### src/rtl/rat_intr_pkg.sv
// Shared types and default constants for the RAT MCU interrupt controller.
package rat_intr_pkg;

  // Largest number of sources the 3-bit ID field can name.
  localparam int MAX_SRC = 8;

  // Default IN/OUT port addresses used by the ISR.
  localparam logic [7:0] DEF_MASK_PORT = 8'hE0;
  localparam logic [7:0] DEF_ACK_PORT  = 8'hE1;
  localparam logic [7:0] DEF_STAT_PORT = 8'hE2;

  // Default quiet time on INTR_OUT after acknowledge or withdraw.
  localparam int DEF_GAP_CYCLES = 2;

  // Controller FSM states.
  typedef enum logic [1:0] {
    ST_IDLE   = 2'd0,
    ST_ASSERT = 2'd1,
    ST_GAP    = 2'd2
  } state_e;

endpackage

### src/rtl/rat_prio_enc.sv
// Fixed-priority encoder: lowest set bit of req wins.
module rat_prio_enc #(
  parameter int N = 8
) (
  input  logic [N-1:0] req,
  output logic [2:0]   idx,
  output logic         valid
);

  // Scan from the top down so the lowest set index is the last one written.
  always_comb begin
    idx   = '0;
    valid = 1'b0;
    for (int i = N - 1; i >= 0; i--) begin
      if (req[i]) begin
        idx   = 3'(i);
        valid = 1'b1;
      end
    end
  end

endmodule

### src/rtl/rat_intr_ctrl.sv
// Multi-source interrupt controller for the RAT MCU: edge-detects up to
// eight request lines, keeps them pending until software acknowledges,
// masks and priority-resolves them onto the single INTR_OUT line, and
// exposes mask / in-service ID / pending through the MCU port space.
//
// OUT handshake: a write is taken on any CLK edge where IO_STRB=1, with
// PORT_ID selecting the register and OUT_PORT carrying data; there is no
// back-pressure. Reads are purely combinational on PORT_ID and have no
// side effects.
module rat_intr_ctrl
  import rat_intr_pkg::*;
#(
  parameter int         N_SRC      = 8,
  parameter logic [7:0] MASK_PORT  = DEF_MASK_PORT,
  parameter logic [7:0] ACK_PORT   = DEF_ACK_PORT,
  parameter logic [7:0] STAT_PORT  = DEF_STAT_PORT,
  parameter int         GAP_CYCLES = DEF_GAP_CYCLES
) (
  input  logic             CLK,
  input  logic             RESET,
  input  logic [N_SRC-1:0] IRQ_SRC,
  input  logic [7:0]       PORT_ID,
  input  logic [7:0]       OUT_PORT,
  input  logic             IO_STRB,
  output logic             INTR_OUT,
  output logic [7:0]       RD_DATA,
  output logic             RD_HIT,
  output state_e           STATE_DBG
);

  localparam logic [3:0] GAP_LOAD = 4'(GAP_CYCLES - 1);

  logic [N_SRC-1:0] prev_q, prev_d;
  logic [N_SRC-1:0] pend_q, pend_d;
  logic [N_SRC-1:0] mask_q, mask_d;
  logic [2:0]       id_q, id_d;
  state_e           state_q, state_d;
  logic [3:0]       gap_q, gap_d;
  logic             intr_q, intr_d;

  logic [N_SRC-1:0] irq_rise;
  logic [N_SRC-1:0] ack_clr;
  logic [N_SRC-1:0] active;
  logic             wr_mask;
  logic             wr_ack;
  logic             ack_ok;
  logic             ack_hits_id;
  logic             withdraw;
  logic [2:0]       enc_idx;
  logic             enc_valid;
  logic [7:0]       mask_ext;
  logic [7:0]       pend_ext;

  // Write decode, edge detect and pending/mask next values.
  always_comb begin
    wr_mask     = IO_STRB && (PORT_ID == MASK_PORT);
    wr_ack      = IO_STRB && (PORT_ID == ACK_PORT);
    // Out-of-range IDs and junk in the upper bits are silently dropped.
    ack_ok      = wr_ack && (OUT_PORT[7:3] == 5'd0) &&
                  (int'(OUT_PORT[2:0]) < N_SRC);
    ack_clr     = '0;
    if (ack_ok) begin
      ack_clr[OUT_PORT[2:0]] = 1'b1;
    end
    irq_rise    = IRQ_SRC & ~prev_q;
    prev_d      = IRQ_SRC;
    // A new edge beats a same-cycle acknowledge of that bit.
    pend_d      = (pend_q & ~ack_clr) | irq_rise;
    mask_d      = wr_mask ? OUT_PORT[N_SRC-1:0] : mask_q;
    active      = pend_q & mask_q;
    ack_hits_id = ack_ok && (OUT_PORT[2:0] == id_q);
    withdraw    = wr_mask && !OUT_PORT[id_q];
  end

  rat_prio_enc #(
    .N (N_SRC)
  ) u_prio (
    .req   (active),
    .idx   (enc_idx),
    .valid (enc_valid)
  );

  // State register plus all controller flops; reset is synchronous.
  always_ff @(posedge CLK) begin
    if (RESET) begin
      // Loading prev from the live lines hides levels already high at release.
      prev_q  <= IRQ_SRC;
      pend_q  <= '0;
      mask_q  <= '0;
      id_q    <= '0;
      state_q <= ST_IDLE;
      gap_q   <= '0;
      intr_q  <= 1'b0;
    end else begin
      prev_q  <= prev_d;
      pend_q  <= pend_d;
      mask_q  <= mask_d;
      id_q    <= id_d;
      state_q <= state_d;
      gap_q   <= gap_d;
      intr_q  <= intr_d;
    end
  end

  // Next-state logic: latch the winner in IDLE, hold it through ASSERT
  // (no preemption), then sit out the quiet gap.
  always_comb begin
    state_d = state_q;
    id_d    = id_q;
    gap_d   = gap_q;
    unique case (state_q)
      ST_IDLE: begin
        if (enc_valid) begin
          id_d    = enc_idx;
          state_d = ST_ASSERT;
        end
      end
      ST_ASSERT: begin
        if (ack_hits_id || withdraw) begin
          state_d = ST_GAP;
          gap_d   = GAP_LOAD;
        end
      end
      ST_GAP: begin
        if (gap_q == 4'd0) begin
          state_d = ST_IDLE;
        end else begin
          gap_d = gap_q - 4'd1;
        end
      end
      default: begin
        state_d = ST_IDLE;
      end
    endcase
  end

  // Output logic: INTR_OUT is a flop that mirrors the ASSERT state.
  always_comb begin
    intr_d = (state_d == ST_ASSERT);
  end

  // Combinational read mux for the IN_PORT path.
  always_comb begin
    mask_ext              = '0;
    mask_ext[N_SRC-1:0]   = mask_q;
    pend_ext              = '0;
    pend_ext[N_SRC-1:0]   = pend_q;
    RD_HIT                = 1'b0;
    RD_DATA               = 8'h00;
    if (PORT_ID == MASK_PORT) begin
      RD_HIT  = 1'b1;
      RD_DATA = mask_ext;
    end else if (PORT_ID == ACK_PORT) begin
      RD_HIT  = 1'b1;
      RD_DATA = {(state_q == ST_ASSERT), 4'b0000, id_q};
    end else if (PORT_ID == STAT_PORT) begin
      RD_HIT  = 1'b1;
      RD_DATA = pend_ext;
    end
  end

  assign INTR_OUT  = intr_q;
  assign STATE_DBG = state_q;

endmodule

### config.mk
export PLATFORM = sky130hd
export DESIGN_NAME = rat_intr_ctrl
export DESIGN_NICKNAME = d
export VERILOG_FILES = /design/src/rtl/rat_intr_pkg.sv /design/src/rtl/rat_prio_enc.sv /design/src/rtl/rat_intr_ctrl.sv
export SDC_FILE = /design/constraint.sdc
export NUM_CORES = 1
export LEC_CHECK = 0
export ABC_AREA = 1
export BUFFER_PORTS_ARGS = -buffer_cell sky130_fd_sc_hd__buf_2
export CORE_ASPECT_RATIO = 0.75
export CORE_MARGIN = 3
export CORE_UTILIZATION = 58
export CTS_CLUSTER_SIZE = 14
export DETAILED_ROUTE_END_ITERATION = 16
export PLACE_DENSITY = 0.95
export SYNTH_ARGS = -nofsm -noshare
export SYNTH_HDL_FRONTEND = slang
export SYNTH_SLANG_ARGS = --single-unit
### constraint.sdc
create_clock -name CLK -period 2 [get_ports CLK]
set_input_delay 0.3 -clock CLK [delete_from_list [all_inputs] [get_ports CLK]]
set_output_delay 0.3 -clock CLK [all_outputs]
set_load 0.03 [all_outputs]
==> results of run 1 <==
## cells in the mapped netlist
cell type | instances | area (um2)
nand2_4 | 2 | 22.52
nor2_8 | 1 | 20.02
or2_2 | 1 | 6.260
nor2_4 | 1 | 11.26
ha_1 | 6 | 75.07
clkbuf_1 | 2 | 7.510
o22ai_1 | 2 | 12.51
nand3_1 | 24 | 120.1
nor2_2 | 2 | 12.51
a21oi_1 | 27 | 135.1
buf_2 | 1 | 5.000
nor4_4 | 1 | 21.27
o211ai_1 | 1 | 7.510
inv_2 | 4 | 15.01
o21ai_0 | 25 | 125.1
nand3_4 | 1 | 17.52
o211a_1 | 1 | 10.01
a22oi_1 | 2 | 15.01
xor2_1 | 1 | 8.760
nand2_1 | 62 | 232.7
nor2_1 | 16 | 60.06
a221oi_2 | 1 | 15.01
nand4_1 | 1 | 6.260
inv_1 | 44 | 165.2
dfxtp_1 | 34 | 680.7
o31ai_1 | 1 | 7.510
nand2_2 | 5 | 31.28
a21boi_0 | 1 | 7.510
nand3_2 | 1 | 10.01
nor3_2 | 1 | 10.01
a31oi_1 | 1 | 6.260
## worst min-delay path by stage
stage / from / end / slack [ns]
2_1_floorplan: IRQ_SRC[0] / prev_q[0] / 0.33
3_3_place_gp: IRQ_SRC[0] / prev_q[0] / 0.42
3_5_place_dp: IRQ_SRC[7] / prev_q[7] / 0.42
4_1_cts: IRQ_SRC[7] / prev_q[7] / 0.12
5_1_grt: IRQ_SRC[3] / prev_q[3] / 0.11
6_report: IRQ_SRC[7] / prev_q[7] / 0.12
## cell type report
cell class,instances,area [um2]
Timing Repair Buffer,38,190.2
Fill cell,248,819.5
Clock inverter,2,12.51
Sequential cell,34,680.7
Clock buffer,6,82.58
Inverter,48,180.2
Tap cell,38,47.55
Multi-Input combinational cell,188,1007
## metrics by stage
step | util [%] | setup WS, ns
2_1_floorplan | - | 0.3086
3_3_place_gp | 69.72 | 0.2750
3_5_place_dp | 69.72 | 0.2390
4_1_cts | 72.87 | 0.2334
5_1_grt | 72.87 | 0.1140
6_report | 72.87 | 0.2338
## flip-flops by register name (all words and copies together) (netlist names)
register and count:
mask_ext 8, pend_ext 8, prev_q 8, id_q 3, INTR_OUT 1, STATE_DBG 2
gap_q 4
## power groups by stage
stage | combinational, mW | sequential [mW] | clock [mW]
final | 0.115 | 0.712 | 0.526
after global placement | 0.110 | 0.725 | 0
after CTS | 0.115 | 0.711 | 0.537
after floorplan | 0.0683 | 0.722 | 0
after global routing | 0.130 | 0.713 | 0.565
after detailed placement | 0.114 | 0.727 | 0
## critical path, delay by kind of cell
kind,cells,cell delay [ns]
and+or+nand+nor,3,0.64
AOI/OAI and AO/OA,1,0.15
buffers and inverters,3,0.37
## cell families after synthesis
logic type               after synthesis
AND/OR/NAND/NOR                      119
AO/OA/AOI/OAI                         62
flip-flops                            34
adder cells (fa/ha/maj)                6
XOR/XNOR                               1
buffers and inverters                 51
## routing by layer
layer  wire length (um)  global-route usage [%]
met4                138                   10.19
met2               2039                   37.17
met5                  0                       0
met1               1878                   32.43
met3                525                   8.182
==> metrics.md, run 1 <==
| Metric | Value |
|---|---|
| ANT cells | `0` |
| Type of the worst min-delay path | `input pin to flip-flop` |
| Largest family of logic cells by synthesized area | `simple AND/OR/NAND/NOR gates` |
| Maximum clock path buffer count | `2` |
| Clock Pin Slew Worst Setup and Hold Paths | `roughly 0.07 ns` |
| # setup viols final | `0` |
| # clock sinks | `34` |
| CP max FO | `7` |
| Drt total wl | `~4.6 mm` |
| Placed Area | `0.002106 mm2` |
| RSZ-0062 raised after global routing | `no` |
| Tcrit/Tclk final | `approximately nine tenths` |
| Critical Path RT | `between 1.5 and 2 ns` |
| R2R Setup Slk | `0.43 ns` |
| TNS Setup | `0 ns` |
| CTS tree | `done` |
| Crit end category | `output port` |
| Slew margin rel. | `~71%` |
| Post-Synthesis Cell Area | `between 0.0015 and 0.002 mm2` |
| First-pass DRT Iterations | `7` |
| GRT Overall Usage | `around 25%` |
| First-pass GRT wire length | `just under 8 mm` |
| Die Ht | `55.32 um` |
| Power density over the cells | `614.9 mW/mm2` |
| Most common cell after layout, fill and taps aside | `nand2_1` |
| Distinct cells, synth | `31` |
| IO Pins | `39` |
| Design area | `roughly 0.0022 mm2` |
| Combinational Power Share | `8.5%` |
| Commonest non-fill, non-tap cells in the layout | `nand2_1, inv_1, buf_2` |
| Startpoint class of the critical path | `input pin` |
| Largest stage delay, worst path | `around 0.44 ns` |
| Compound-Gate Fraction of Synth Area | `between 10% and 20%` |
| Max Slew Vio Count | `0` |
| Internal Power | `roughly 1.0 mW` |
| CTS buffer count | `5` |
| Sequential Power Share | `52.6%` |
| Total die area | `slightly below 0.004 mm2` |
| Reg-to-reg critical path endpoint | `INTR_OUT` |
| XOR/XNOR Fraction of Synth Area | `less than 1%` |
| Clock Skews | `roughly 0.0021 ns` |
| Root Buffer Master | `clkbuf_8` |
| Antenna violations before repair | `0` |
| Slowest-stage cell, CP | `nor4_4` |
| Initial DRC Count | `roughly 170` |
| CP Class | `input pin to output port` |
| GRT Residual Overflow | `0` |
| # nets final | `around 350` |
| Yosys warns | `0` |
| Initial core utilization | `just over 60%` |
| Multiplexer share of the synthesized area | `0%` |
| Post-cts resize count | `0` |
| Vias in the first global route | `between 1500 and 2000` |
| Flops & latches, synth | `34` |
| Clock share of power | `about two fifths` |
| Clock Latency Late Sink | `between 0.2 and 0.3 ns` |
| Drt wl/cell | `between 10 and 15 um` |
| Detailed-route vias per instance | `roughly 5.5` |
| CP Launch Point | `PORT_ID[4]` |
| Core Box Area | `~0.003 mm2` |
| GP Congestion | `slightly below 1` |
| Switching Share | `24.74%` |
| Via count | `1942` |
| Leakage | `~1.1 nW` |
| Layout cell share with drive strength beyond 1 | `21.20%` |
| Area share of fa/ha/maj cells after synthesis | `under 10%` |
| Area delta synth->final | `17.03%` |
| RR Startpoint | `id_q[0]` |
| Switching pwr | `0.3348 mW` |
| # hold bufs at CTS | `0` |
| VDD IR max | `~0.58 mV` |
| Largest net degree at the start of global routing | `16` |
| Mean Syn Cell Area | `between 6 and 7 um2` |
| Worst Hold Depth | `1` |
| Final min period | `1.766 ns` |
| Worst-Margin Slew | `approximately 0.44 ns` |
| Worst path arrival time | `1.47 ns` |
| Detailed Place HPWL | `3.562 mm` |
| Drc violations | `0` |
| Most frequent CP cell | `buf_2` |
| Total power | `1.353 mW` |
| Simple-Gate Fraction of Synth Area | `30.94%` |
| Placed Cells | `approximately 350` |
| Sequential fraction of the synthesis area | `a little over a third` |
| H-tree depth | `2` |
| FMAX | `about 570 MHz` |
| Final cell count without fillers | `~350` |
| CP endpoint | `RD_DATA[1]` |
| Rows | `17` |
| Number of setup buffers added after CTS | `0` |
| Worst-case reg-to-reg path depth | `9` |
| Status | `completed` |
| Post-Syn Nets | `slightly above 300` |
| Final hold slack | `roughly 0.12 ns` |
| Synthesized instance count | `273` |
| Die X | `approximately 72 um` |
| MaxCap Viol Count | `0` |
| Port Buf Inserts | `38` |
| Routed Antenna Nets | `0` |
| Endpoints failing hold | `0` |
| Cells along the critical path | `buf_2 -> inv_1 -> nand2_2 -> nor4_4 -> nand2_1 -> a22oi_1 -> buf_2` |
Power figures use the tool's default switching activity.
==> inputs of run 2 (changes only) <==
--- a/config.mk
+++ b/config.mk
@@ -7,12 +7,14 @@
 export LEC_CHECK = 0
 export ABC_AREA = 1
 export BUFFER_PORTS_ARGS = -buffer_cell sky130_fd_sc_hd__buf_2
+export CELL_PAD_IN_SITES_DETAIL_PLACEMENT = 0
+export CELL_PAD_IN_SITES_GLOBAL_PLACEMENT = 1
 export CORE_ASPECT_RATIO = 0.75
 export CORE_MARGIN = 3
-export CORE_UTILIZATION = 58
+export CORE_UTILIZATION = 41
 export CTS_CLUSTER_SIZE = 14
 export DETAILED_ROUTE_END_ITERATION = 16
-export PLACE_DENSITY = 0.95
+export PLACE_DENSITY_LB_ADDON = 0.12
 export SYNTH_ARGS = -nofsm -noshare
 export SYNTH_HDL_FRONTEND = slang
 export SYNTH_SLANG_ARGS = --single-unit
==> metrics.md, run 2 (same netlist as run 1, synthesis figures left out) <==
| Metric | Value |
|---|---|
| RSZ-0062 raised after global routing | `no` |
| Switching Share | `24.23% (-0.51 points)` |
| Initial core utilization | `44.47% (-18 points)` |
| Total power | `1.346 mW (-0.55%)` |
| Critical Path RT | `1.70 ns (about the same)` |
| Antenna violations before repair | `0 (unchanged)` |
| First-pass DRT Iterations | `4 (-3)` |
| Endpoints failing hold | `0 (unchanged)` |
| MaxCap Viol Count | `0 (unchanged)` |
| Core Box Area | `0.004229 mm2 (+40%)` |
| Max Slew Vio Count | `0 (unchanged)` |
| Drc violations | `0 (unchanged)` |
| Final cell count without fillers | `371 (+4.8%)` |
| Switching pwr | `0.3260 mW (-2.6%)` |
| FMAX | `550.4 MHz (-2.8%)` |
| Most frequent CP cell | `buf_2` |
| Area of the multi-input gates | `0.001007 mm2 (unchanged)` |
| Sequential Power Share | `52.8% (+0.2 points)` |
| Placed Cells | `363 (+4.9%)` |
| Tcrit/Tclk final | `90.85% (+2.5 points)` |
| Clock Latency Late Sink | `0.28 ns (about the same)` |
| Rows | `20 (+3)` |
| Combinational Power Share | `8.7% (+0.2 points)` |
| Total of fill cells in the finished design | `446 (+80%)` |
| Slowest-stage cell, CP | `nor4_4` |
| Area delta synth->final | `17.96%` |
| Slew margin rel. | `65.38% (-5.3 points)` |
| VDD IR max | `0.4220 mV (-28%)` |
| Largest stage delay, worst path | `0.51 ns (+0.07 ns)` |
| Die Ht | `64.65 um (+17%)` |
| Post-cts resize count | `0 (unchanged)` |
| # clock sinks | `34 (unchanged)` |
| H-tree depth | `2 (unchanged)` |
| Maximum clock path buffer count | `2 (unchanged)` |
| Cells along the critical path | `buf_2 -> inv_1 -> nand2_2 -> nor4_4 -> nand2_1 -> a22oi_1 -> buf_2` |
| Total die area | `0.005444 mm2 (+37%)` |
| Clock Pin Slew Worst Setup and Hold Paths | `0.07 ns (about the same)` |
| ANT cells | `0 (unchanged)` |
| Commonest non-fill, non-tap cells in the layout | `nand2_1, inv_1, buf_2` |
| Crit end category | `output port` |
| GRT Residual Overflow | `0 (unchanged)` |
| Leakage | `1.113 nW (about the same)` |
| Placed Area | `0.002127 mm2 (+1.0%)` |
| CP top delay family | `simple AND/OR/NAND/NOR gates` |
| TNS Setup | `0 ns (unchanged)` |
| GP Congestion | `0.8523 (-12%)` |
| Type of the worst min-delay path | `input pin to flip-flop` |
| Final min period | `1.817 ns (+0.05078 ns)` |
| Pre-CTS setup slack | `0.1895 ns (-0.04950 ns)` |
| Register area | `680.7 um2 (unchanged)` |
| Most common cell after layout, fill and taps aside | `nand2_1` |
| Port Buf Inserts | `38 (unchanged)` |
| Drt total wl | `4.817 mm (+5.1%)` |
| Power density over the cells | `606.7 mW/mm2 (-1.3%)` |
| # nets final | `348 (unchanged)` |
| First-pass GRT wire length | `8.397 mm (+8.7%)` |
| Initial DRC Count | `153 (-11%)` |
| CTS tree | `done` |
| Post-layout util | `52.46% (-20 points)` |
| Root Buffer Master | `clkbuf_8` |
| Clock Skews | `0.005371 ns (+0.003270 ns)` |
| GRT Overall Usage | `19.53% (-5.2 points)` |
| Clock share of power | `38.5% (-0.4 points)` |
| Design area | `0.002218 mm2 (+0.80%)` |
| Number of setup buffers added after CTS | `0 (unchanged)` |
| Layout cell share with drive strength beyond 1 | `20.89% (-0.32 points)` |
| IO Pins | `39 (unchanged)` |
| Internal Power | `1.020 mW (+0.13%)` |
| Detailed-route vias per instance | `5.000 (-8.9%)` |
| Via count | `1855 (-4.5%)` |
| Final hold slack | `0.1302 ns (+0.009500 ns)` |
| CP Class | `input pin to output port` |
| Worst path arrival time | `1.52 ns (+0.05 ns)` |
| # hold bufs at CTS | `0 (unchanged)` |
| Die X | `84.20 um (+17%)` |
| Vias in the first global route | `1775 (-0.84%)` |
| Drt wl/cell | `12.98 um (+0.31%)` |
| Routed Antenna Nets | `0 (unchanged)` |
| Startpoint class of the critical path | `input pin` |
| Detailed Place HPWL | `3.739 mm (+4.9%)` |
| Worst-Margin Slew | `0.5154 ns (+0.07642 ns)` |
| Largest net degree at the start of global routing | `16 (unchanged)` |
| CP Buf/Inv Count | `3 (unchanged)` |
| CP max FO | `7 (unchanged)` |
| Status | `completed` |
| Final worst slack | `0.1830 ns (-0.05078 ns)` |
| # setup viols final | `0 (unchanged)` |
| CTS buffer count | `5 (unchanged)` |
-- run 2: cell count changes in the layout (fill, tap and decap cells not counted) --
cell and change:
clkbuf_1 +1, clkinvlp_4 -1
-- run 2: power by group through the flow --
stage | sequential, mW | combinational, mW | clock (mW)
2_1_floorplan | 0.722 | 0.0683 | 0
5_1_grt | 0.712 | 0.134 | 0.568
4_1_cts | 0.710 | 0.118 | 0.532
6_report | 0.710 | 0.117 | 0.519
3_3_place_gp | 0.725 | 0.116 | 0
3_5_place_dp | 0.726 | 0.117 | 0
-- run 2: routing by layer --
metal	vias to the layer above	track usage [%]	wire length, um
li1	962	-	-
met1	840	27.39	2553
met2	48	28.35	1912
met3	5	6.353	313
met4	0	5.823	38
met5	-	0	0
-- run 2: path summary, 6_finish.rpt --
path	start	endpoint	slack [ns]	cells past startpoint
min	IRQ_SRC[2]	prev_q[2]	0.13	1
min reg2reg	prev_q[0]	pend_ext[0]	0.48	3
max	PORT_ID[4]	RD_DATA[1]	0.18	7
max reg2reg	id_q[0]	INTR_OUT	0.49	9
-- run 2: layout make-up --
class / count / area share [%]
Multi-Input combinational cell: 188 / 45.40
Sequential cell: 34 / 30.68
Timing Repair Buffer: 38 / 8.573
Inverter: 48 / 8.122
Clock buffer: 7 / 3.892
Tap cell: 55 / 3.102
Clock inverter: 1 / 0.2256
